### config.mk
export PLATFORM = sky130hd
export DESIGN_NAME = haar_cascade_evaluator
export DESIGN_NICKNAME = d
export VERILOG_FILES = /design/src/rtl/haar_cascade_evaluator.sv
export SDC_FILE = /design/constraint.sdc
export NUM_CORES = 1
export LEC_CHECK = 0
export ABC_AREA = 0
export ABC_CLOCK_PERIOD_IN_PS = 10900
export BUFFER_PORTS_ARGS = -buffer_cell sky130_fd_sc_hd__buf_4
export CORE_MARGIN = 8
export CORE_UTILIZATION = 60
export CTS_CLUSTER_DIAMETER = 150
export DETAILED_ROUTE_END_ITERATION = 16
export PLACE_DENSITY = 0.78
export SLEW_MARGIN = 20
export SYNTH_ARGS = -nofsm -noshare
export SYNTH_HDL_FRONTEND = slang
export SYNTH_SLANG_ARGS = --single-unit
export TNS_END_PERCENT = 30
### constraint.sdc
create_clock -name clk -period 10.9 [get_ports clk]
set_clock_uncertainty 0.1 [all_clocks]
set_input_delay 1.635 -clock clk [delete_from_list [all_inputs] [get_ports clk]]
set_output_delay 1.635 -clock clk [all_outputs]
set_load 0.02 [all_outputs]
### src/rtl/haar_cascade_evaluator.sv
// haar_cascade_evaluator
// Evaluates a multi-stage Haar cascade on one detection window. It walks a classifier
// database of stage headers {N, stage_threshold} and 11-word two-rectangle records,
// fetches eight integral-image corners per record, and accumulates leaf values into a
// saturating per-stage sum. The first rejecting stage ends the window early.
//
// Ports
//   clk, reset        clock, asynchronous active-low reset
//   start, win_base   start one window (accepted in idle only), window base address
//   busy, done        busy from accepted start through the done cycle, one-cycle done
//   face              1 when every stage passed; held until the next accepted start
//   reject_stage      failing stage index, or NUM_STAGES on pass; held
//   cfg_err           a stage header asked for more than MAX_CLASSIFIERS records
//   db_rd/db_addr     database read request, data returns on db_data one cycle later
//   ii_rd/ii_addr     integral-image read request, data returns on ii_data one cycle later
module haar_cascade_evaluator #(
    parameter int unsigned DATA_WIDTH      = 16,
    parameter int unsigned ACC_WIDTH       = 24,
    parameter int unsigned NUM_STAGES      = 3,
    parameter int unsigned MAX_CLASSIFIERS = 32,
    parameter int unsigned DB_ADDR_WIDTH   = 12,
    parameter int unsigned II_ADDR_WIDTH   = 7
) (
    input  logic                            clk,
    input  logic                            reset,
    input  logic                            start,
    input  logic [II_ADDR_WIDTH-1:0]        win_base,
    output logic                            busy,
    output logic                            done,
    output logic                            face,
    output logic [$clog2(NUM_STAGES+1)-1:0] reject_stage,
    output logic                            cfg_err,
    output logic                            db_rd,
    output logic [DB_ADDR_WIDTH-1:0]        db_addr,
    input  logic [DATA_WIDTH-1:0]           db_data,
    output logic                            ii_rd,
    output logic [II_ADDR_WIDTH-1:0]        ii_addr,
    input  logic [DATA_WIDTH-1:0]           ii_data
);
    localparam int unsigned STAGE_W = $clog2(NUM_STAGES + 1);
    localparam int unsigned CNT_W   = $clog2(MAX_CLASSIFIERS + 1);

    localparam logic [DATA_WIDTH-1:0] MAX_N      = DATA_WIDTH'(MAX_CLASSIFIERS);
    localparam logic [STAGE_W-1:0]    LAST_STAGE = STAGE_W'(NUM_STAGES - 1);
    localparam logic [STAGE_W-1:0]    ALL_PASS   = STAGE_W'(NUM_STAGES);
    localparam logic signed [ACC_WIDTH-1:0] ACC_MAX = {1'b0, {(ACC_WIDTH-1){1'b1}}};
    localparam logic signed [ACC_WIDTH-1:0] ACC_MIN = {1'b1, {(ACC_WIDTH-1){1'b0}}};

    // Record word positions: 0..3 rect1 corners, 4..7 rect2 corners, then these.
    localparam logic [3:0] W_THR   = 4'd8;
    localparam logic [3:0] W_LEFT  = 4'd9;
    localparam logic [3:0] W_RIGHT = 4'd10;

    typedef enum logic [2:0] {StIdle, StHdr, StRec, StCorn, StEval, StSchk, StDone} state_e;

    state_e                       state_q, state_d;
    logic                         phase_q, phase_d;   // 0 = issue read, 1 = capture data
    logic [3:0]                   idx_q, idx_d;
    logic [DB_ADDR_WIDTH-1:0]     db_addr_q, db_addr_d;
    logic [II_ADDR_WIDTH-1:0]     win_base_q, win_base_d;
    logic [STAGE_W-1:0]           stage_q, stage_d;
    logic [CNT_W-1:0]             n_q, n_d;
    logic [CNT_W-1:0]             cls_q, cls_d;
    logic [DATA_WIDTH-1:0]        sthr_q, sthr_d;
    logic [DATA_WIDTH-1:0]        rec_q [11];
    logic [DATA_WIDTH-1:0]        rec_d [11];
    logic signed [ACC_WIDTH-1:0]  feat_q, feat_d;
    logic signed [ACC_WIDTH-1:0]  sum_q, sum_d;
    logic                         face_q, face_d;
    logic [STAGE_W-1:0]           reject_q, reject_d;
    logic                         cfg_err_q, cfg_err_d;

    logic signed [ACC_WIDTH-1:0]  ii_ext, thr_ext, sthr_ext, leaf_ext, sum_sat;
    logic signed [ACC_WIDTH:0]    sum_wide;
    logic                         corner_pos;

    assign ii_ext   = ACC_WIDTH'(ii_data);
    assign thr_ext  = ACC_WIDTH'($signed(rec_q[W_THR]));
    assign sthr_ext = ACC_WIDTH'($signed(sthr_q));
    assign leaf_ext = (feat_q < thr_ext) ? ACC_WIDTH'($signed(rec_q[W_LEFT]))
                                         : ACC_WIDTH'($signed(rec_q[W_RIGHT]));
    // One guard bit detects overflow; clamp instead of wrapping.
    assign sum_wide = {sum_q[ACC_WIDTH-1], sum_q} + {leaf_ext[ACC_WIDTH-1], leaf_ext};
    assign sum_sat  = (sum_wide[ACC_WIDTH] != sum_wide[ACC_WIDTH-1])
                    ? (sum_wide[ACC_WIDTH] ? ACC_MIN : ACC_MAX)
                    : sum_wide[ACC_WIDTH-1:0];
    // feature = (A - B - C + D)rect1 - (A - B - C + D)rect2, folded into per-corner signs.
    assign corner_pos = idx_q[2:0] inside {3'd0, 3'd3, 3'd5, 3'd6};

    assign ii_addr      = win_base_q + rec_q[idx_q][II_ADDR_WIDTH-1:0];
    assign db_addr      = db_addr_q;
    assign face         = face_q;
    assign reject_stage = reject_q;
    assign cfg_err      = cfg_err_q;

    always_ff @(posedge clk or negedge reset) begin
        if (!reset) begin
            state_q    <= StIdle;
            phase_q    <= 1'b0;
            idx_q      <= '0;
            db_addr_q  <= '0;
            win_base_q <= '0;
            stage_q    <= '0;
            n_q        <= '0;
            cls_q      <= '0;
            sthr_q     <= '0;
            rec_q      <= '{default: '0};
            feat_q     <= '0;
            sum_q      <= '0;
            face_q     <= 1'b0;
            reject_q   <= '0;
            cfg_err_q  <= 1'b0;
        end else begin
            state_q    <= state_d;
            phase_q    <= phase_d;
            idx_q      <= idx_d;
            db_addr_q  <= db_addr_d;
            win_base_q <= win_base_d;
            stage_q    <= stage_d;
            n_q        <= n_d;
            cls_q      <= cls_d;
            sthr_q     <= sthr_d;
            rec_q      <= rec_d;
            feat_q     <= feat_d;
            sum_q      <= sum_d;
            face_q     <= face_d;
            reject_q   <= reject_d;
            cfg_err_q  <= cfg_err_d;
        end
    end

    always_comb begin
        state_d    = state_q;
        phase_d    = phase_q;
        idx_d      = idx_q;
        db_addr_d  = db_addr_q;
        win_base_d = win_base_q;
        stage_d    = stage_q;
        n_d        = n_q;
        cls_d      = cls_q;
        sthr_d     = sthr_q;
        rec_d      = rec_q;
        feat_d     = feat_q;
        sum_d      = sum_q;
        face_d     = face_q;
        reject_d   = reject_q;
        cfg_err_d  = cfg_err_q;
        busy       = (state_q != StIdle);
        done       = 1'b0;
        db_rd      = 1'b0;
        ii_rd      = 1'b0;

        unique case (state_q)
            StIdle: begin
                if (start) begin
                    state_d    = StHdr;
                    phase_d    = 1'b0;
                    idx_d      = '0;
                    db_addr_d  = '0;
                    win_base_d = win_base;
                    stage_d    = '0;
                    face_d     = 1'b0;
                    reject_d   = '0;
                    cfg_err_d  = 1'b0;
                end
            end
            StHdr: begin
                if (!phase_q) begin
                    db_rd     = 1'b1;
                    phase_d   = 1'b1;
                    db_addr_d = db_addr_q + DB_ADDR_WIDTH'(1);
                end else begin
                    phase_d = 1'b0;
                    if (idx_q == 4'd0) begin
                        if (db_data > MAX_N) begin
                            n_d       = CNT_W'(MAX_CLASSIFIERS);
                            cfg_err_d = 1'b1;
                        end else begin
                            n_d = CNT_W'(db_data);
                        end
                        idx_d = 4'd1;
                    end else begin
                        sthr_d  = db_data;
                        sum_d   = '0;
                        cls_d   = '0;
                        idx_d   = '0;
                        state_d = (n_q == '0) ? StSchk : StRec;
                    end
                end
            end
            StRec: begin
                if (!phase_q) begin
                    db_rd     = 1'b1;
                    phase_d   = 1'b1;
                    db_addr_d = db_addr_q + DB_ADDR_WIDTH'(1);
                end else begin
                    phase_d      = 1'b0;
                    rec_d[idx_q] = db_data;
                    if (idx_q == W_RIGHT) begin
                        idx_d   = '0;
                        feat_d  = '0;
                        state_d = StCorn;
                    end else begin
                        idx_d = idx_q + 4'd1;
                    end
                end
            end
            StCorn: begin
                if (!phase_q) begin
                    ii_rd   = 1'b1;
                    phase_d = 1'b1;
                end else begin
                    phase_d = 1'b0;
                    feat_d  = corner_pos ? feat_q + ii_ext : feat_q - ii_ext;
                    if (idx_q == 4'd7) begin
                        idx_d   = '0;
                        state_d = StEval;
                    end else begin
                        idx_d = idx_q + 4'd1;
                    end
                end
            end
            StEval: begin
                sum_d   = sum_sat;
                cls_d   = cls_q + CNT_W'(1);
                state_d = (cls_q + CNT_W'(1) < n_q) ? StRec : StSchk;
            end
            StSchk: begin
                if (sum_q < sthr_ext) begin
                    face_d   = 1'b0;
                    reject_d = stage_q;
                    state_d  = StDone;
                end else if (stage_q == LAST_STAGE) begin
                    face_d   = 1'b1;
                    reject_d = ALL_PASS;
                    state_d  = StDone;
                end else begin
                    stage_d = stage_q + STAGE_W'(1);
                    idx_d   = '0;
                    phase_d = 1'b0;
                    state_d = StHdr;
                end
            end
            StDone: begin
                done    = 1'b1;
                state_d = StIdle;
            end
            default: state_d = StIdle;
        endcase
    end

endmodule

# Word-level counts from Yosys, hierarchy flattened
# Index checks and enable logic that the tools add are counted.
[word_totals]
in_bits = 42
elab_cells = 164
register_bits = 285
output_inout_bits = 27
[classes]
order_cmp = 6
reduce_logical = 29
mux = 68
bitwise_logic = 2
n_eq_ne = 26
add_sub_neg = 8
[ops]
columns = ["op", "n"]
rows = [
  ["$mux 24", 9],
  ["$bwmux 176", 1],
  ["$pmux 24 s2", 2],
  ["$bmux 16 s4", 1],
  ["$demux 16 s4", 1],
  ["$lt 24x16->1", 2],
  ["$mux 3", 11],
  ["$mux 4", 8],
  ["$add 24x24->25", 1],
  ["$add 24x17->24", 1],
  ["$mux 12", 2],
  ["$ne 2x2->1 const B", 12],
  ["$pmux 12 s2", 1],
  ["$sub 24x17->24", 1],
  ["$pmux 4 s5", 1],
  ["$mux 6", 3],
  ["$pmux 3 s6", 1],
  ["$gt 16x6->1 const B", 1],
  ["$mux 16", 1],
  ["$eq 3x3->1 const B", 5],
  ["$reduce_and 3->1", 5],
  ["$mux 7", 2],
  ["$reduce_and 7->1", 2],
  ["$mux 1", 13],
  ["35 further kinds", 52],
]

# Depth between registers and ports, before layout
[logic_depth]
word_depth = 6
mapped_depth = 26
mapped_depth_nobuf = 23

# Worst setup path after synthesis
# OpenSTA, ideal clock, no wires.
[synth_path]
kind = "input to register"
startpoint = "in ii_data[4]"
endpoint = "reg feat_q[21]"
required_time_ns = 10.670
setup_time_ns = 0.130
arrival_ns = 4.951
path_buffers = 0
slack_ns = 5.719
path_stages = 13
cell_sequence = "or3_1 or3_1 nor4_1 a31oi_1 xor2_1 ha_1 and3_1 o21ai_0 o211ai_1 a2111oi_0 o21ai_0 xnor2_1 o21ai_1"
[synth_between]
elab_chain_cells = 4
elab_cells_between_ends = 5
classes_between = "add/sub: 2; mux: 3"
[synth_lines]
columns = ["item", "line_no", "rtl"]
rows = [
  ["start, declared", "38", "input logic [DATA_WIDTH-1:0] ii_data"],
  ["$sub 24x17->24 / $add 24x17->24 (equally long branches)", "214", "feat_d = corner_pos ? feat_q + ii_ext : feat_q - ii_ext;"],
  ["$mux 24 *", "214", ""],
  ["$mux 24 *", "209", "if (!phase_q) begin"],
  ["$pmux 24 s2 *", "153", "unique case (state_q)"],
  ["end signal, assigned", "124", "feat_q <= feat_d;"],
  ["end, declared", "67", "logic signed [ACC_WIDTH-1:0] feat_q, feat_d;"],
]
# Mark *: on every way between the ends. The rest lies on a longest branch, timed or not. The select of a mux whose other input is x is not followed.
# A chain may end at the register's enable or synchronous reset.

# Worst setup path after layout
[layout_path]
startpoint = "reg rec_q[47] (netlist bit)"
endpoint = "reg sum_q[2]"
[layout_between]
elab_chain_cells = 6
elab_cells_between_ends = 7
classes_between = "add/sub: 1; order compare: 1; eq/ne: 1; mux: 4"
[layout_lines]
columns = ["item", "line_no", "rtl"]
rows = [
  ["start, declared", "65", "logic [DATA_WIDTH-1:0] rec_q [11];"],
  ["start signal, assigned", "123", "rec_q <= rec_d;"],
  ["$lt 24x16->1 *", "80", "assign leaf_ext = (feat_q < thr_ext) ? ACC_WIDTH'($signed(rec_q[W_LEFT]))"],
  ["$mux 24 *", "80", ""],
  ["$add 24x24->25 *", "83", "assign sum_wide = {sum_q[ACC_WIDTH-1], sum_q} + {leaf_ext[ACC_WIDTH-1], leaf_ext};"],
  ["$mux 24 / $ne 1x1->1 (equally long branches)", "85, 84", ""],
  ["$mux 24 *", "85", "? (sum_wide[ACC_WIDTH] ? ACC_MIN : ACC_MAX)"],
  ["$pmux 24 s2 *", "153", ""],
  ["end signal, assigned", "125", "sum_q <= sum_d;"],
  ["end, declared", "68", "logic signed [ACC_WIDTH-1:0] sum_q, sum_d;"],
]
# Mark *: on every way between the ends. The rest lies on a longest branch, timed or not.

==> metrics.md <==
| Metric | Value |
|---|---|
| Clk_lat worst skew | `0.51 ns` |
| Unrepaired setup endpoints after global routing | `false` |
| Post-synthesis cell count | `1365` |
| Period utilisation layout | `57.11%` |
| Total global-route track usage | `22.54%` |
| Die area | `27740 µm²` |
| Initial antenna violation count | `0` |
| Pleak | `0.007264 µW` |
| Setup violators final | `0` |
| H-tree Lvls | `1` |
| Post-CTS Resized | `0` |
| Hold Path Class | `register to register` |
| Share of cells above drive strength 1 | `20.00%` |
| Worst-Margin Slew | `1.112 ns` |
| Routed Antenna Nets | `0` |
| Most Frequent Cell on Critical Path | `a21o_1` |
| Outcome | `finished, final reports clean` |
| Crit path max fanout | `19` |
| Number of global-route vias before repair | `10536` |
| Synth Flop Type | `dfrtp_1` |
| Library cells used by synthesis | `71` |
| WP data required | `11.22 ns` |
| CTS tree | `yes` |
| Critical path's largest stage delay | `0.81 ns` |
| FILL cells | `1733` |
| First-pass GRT wire length | `52490 µm` |
| Drt wl/cell | `18.33 µm` |
| Drc violations | `0` |
| Post-synth top area cell | `dfrtp_1` |
| Clk network pwr share | `15.3%` |
| Detail Placement HPWL | `22660 µm` |
| IR drop worst, VDD | `0.2824 mV` |
| Max Buffers Root-to-Sink | `3` |
| Post-synth EDFFs | `0` |
| Slew HR | `25.87%` |
| Starting Density | `60.63%` |
| Post-CTS Setup Bufs | `0` |
| Yosys warnings | `0` |
| Synth async-reset ratio | `100.0%` |
| Minimum clock period | `6.225 ns` |
| Pwr dens | `357.0 nW/µm²` |
| Initial drt markers | `670` |
| Die X | `166.6 µm` |
| Clock sink total | `213` |
| Final Util | `67.63%` |
| Net Sw Power | `2343 µW` |
| Nets | `1576` |
| Largest net degree at the start of global routing | `77` |
| Register area share after synthesis | `39.19%` |
| Worst-path clk slew | `0.06 ns` |
| Seq pwr share | `24.9%` |
| Total clock buffers created by CTS | `24` |
| Buffers on Ports | `68` |
| Comb pwr share | `59.8%` |
| Row count | `55` |
| Mapped Area | `13600 µm²` |
| Fin. Hold Viols | `0` |
| Avg Cell Area, Syn | `9.965 µm²` |
| CP arrival | `6.55 ns` |
| Top post-synthesis cells by area | `dfrtp_1, mux2_2, ha_1, nand2_1, o21ai_0` |
| Cell Int Power | `3074 µW` |
| Worst path cell trace | `inv_1 -> ha_1 -> a21o_1 -> a21o_1 -> a21o_1 -> a21oi_1 -> nor2b_1 -> o21ai_0 -> a31oi_1 -> a21oi_2 -> mux2_2 -> ha_1 -> inv_1 -> fa_1 -> nor2b_1 -> o31ai_1 -> a21oi_1 -> a31oi_4 -> o31ai_1 -> a31o_2 -> and2_1 -> nor2_1 -> o21ai_0` |
| # diodes | `0` |
| Switching Share | `43.25%` |
| Final WL | `31520 µm` |
| Crit. End Element | `register` |
| Final Wtd Congestion | `0.9257` |
| CTS hold repair buffers | `0` |
| Max_cap viols | `0` |
| Die Y | `166.6 µm` |
| Synth top area share | `39.19%` |
| Most frequent cell after synthesis | `dfrtp_1` |
| Top Ports | `69` |
| CP max stage cell | `a21oi_2` |
| Post-synthesis net count | `1524` |
| DR vias | `10395` |
| Post-synthesis sequential element count | `213` |
| Core Area | `22430 µm²` |
| Vias per cell | `6.044` |
| Overflow after GRT | `0` |
| CP Launch Type | `register` |
| Setup CP Type | `register to register` |
| FMAX | `0.1606 GHz` |
| Area growth syn-to-layout | `11.54%` |
| Root Buffer | `clkbuf_16` |
| TNS Setup | `0 ns` |
| Final Max Slew Viols | `0` |
| Post-synth top cells | `dfrtp_1, mux2_2, nand2_1` |
| TritonRoute pass-1 iters | `5` |
==> worst paths after layout <==
path / start / to / slack, ns / cells after the start
max in group asynchronous: reset / rec_q[162]$_DFFE_PN0P_ / 8.36 / 2
hold reg to reg: win_base_q[0]$_DFFE_PN0P_ / win_base_q[0]$_DFFE_PN0P_ / 0.40 / 2
setup / recovery: rec_q[47]$_DFFE_PN0P_ / sum_q[2]$_DFFE_PN0P_ / 4.67 / 23
min in group asynchronous: reset / db_addr[8]$_DFFE_PN0P_ / 1.02 / 1
hold / removal: win_base_q[0]$_DFFE_PN0P_ / win_base_q[0]$_DFFE_PN0P_ / 0.40 / 2
setup reg to reg: rec_q[47]$_DFFE_PN0P_ / sum_q[2]$_DFFE_PN0P_ / 4.67 / 23
==> worst max-delay path, delay by kind of cell, from the launching register on <==
kind | cells | cell delay, ns
compound gates | 13 | 3.12
fa+ha+maj | 3 | 0.88
buf+inv | 2 | 0.32
flops | 1 | 0.38
mux | 1 | 0.32
simple gates | 4 | 0.98
==> kinds of logic (layout without fill, tap and decap cells) <==
logic type | after synthesis | after routing | share of synthesized area, %
adder cells (fa/ha/maj) | 117 | 117 | 10.93
AO/OA/AOI/OAI | 304 | 304 | 14.18
buffers and inverters | 118 | 188 | 3.394
AND/OR/NAND/NOR | 372 | 372 | 12.67
XOR/XNOR | 70 | 70 | 4.507
flip-flops | 213 | 213 | 39.19
multiplexers | 171 | 171 | 15.13
==> layout by cell type, fill, tap and decap left out, types with 3 or more instances in the layout <==
cell and count:
mux2_2 136, fa_1 3, clkinv_2 7, a21o_1 36, a221oi_1 3, dfrtp_1 213, and4_1 3, a21oi_1 72
clkbuf_16 25, and2_1 6, nand2_1 121, nor4_1 3, o22ai_1 6, inv_1 64, or2_2 3, nand3_1 46
ha_1 114, o211ai_1 7, nand4_1 12, o21bai_1 8, and3_1 9, o21a_1 14, nor2_1 101, a211o_1 3
o31ai_1 6, xor2_1 37, clkbuf_1 3, mux4_2 14, xnor2_1 33, mux2i_1 20, a31oi_1 10, o21ai_0 89
or3_1 12, o21ai_1 8, clkbuf_8 7, nand2b_1 10, nor3_1 18, nor2b_1 22, buf_4 78, a211oi_1 9
==> registers in the layout, summed over array words and instances, names as in the netlist <==
signal / count
feat_q: 24
reject_stage: 2
cls_q: 6
sthr_q: 16
db_addr: 12
cfg_err: 1
face: 1
sum_q: 24
rec_q: 104
phase_q: 1
stage_q: 2
idx_q: 4
state_q: 3
n_q: 6
win_base_q: 7
==> routing by layer <==
layer	up-vias	part of all wire, %	GRT usage, %
li1	5011	-	-
met2	252	48	38.44
met5	-	0	0
met4	0	2.2	6.502
met1	5079	45	29.55
met3	53	5.0	3.168
==> stage by stage <==
step                worst slack, ns  hold WS [ns]  area [µm²]  cells  power, µW
floorplan                     5.719        0.3523       13600   1365       3787
global placement              5.042        0.3695       14350   1676       4441
detailed placement            4.766        0.3863       14350   1676       4558
CTS                           4.723        0.3999       15170   1720       5420
global route                  4.251        0.4112       15170   1720       5865
finish                        4.675        0.3964       15170   1720       5417
==> area by class of cell <==
class | instances | area (µm²) | area share, %
Sequential cell | 213 | 5330 | 35.13
Multi-Input combinational cell | 1034 | 7820 | 51.54
Tap cell | 285 | 356.6 | 2.350
Timing Repair Buffer | 79 | 599.3 | 3.950
Clock buffer | 34 | 719.4 | 4.742
Clock inverter | 10 | 102.6 | 0.6762
Inverter | 65 | 244.0 | 1.608
==> power by group through the flow <==
stage / combinational (µW) / sequential [µW] / clock [µW]
after global placement: 3110 / 1330 / 0
after floorplan: 2520 / 1260 / 0
final: 3240 / 1350 / 828
after global routing: 3610 / 1380 / 874
after detailed placement: 3210 / 1350 / 0
after CTS: 3230 / 1340 / 842
Power figures use the tool's default switching activity.
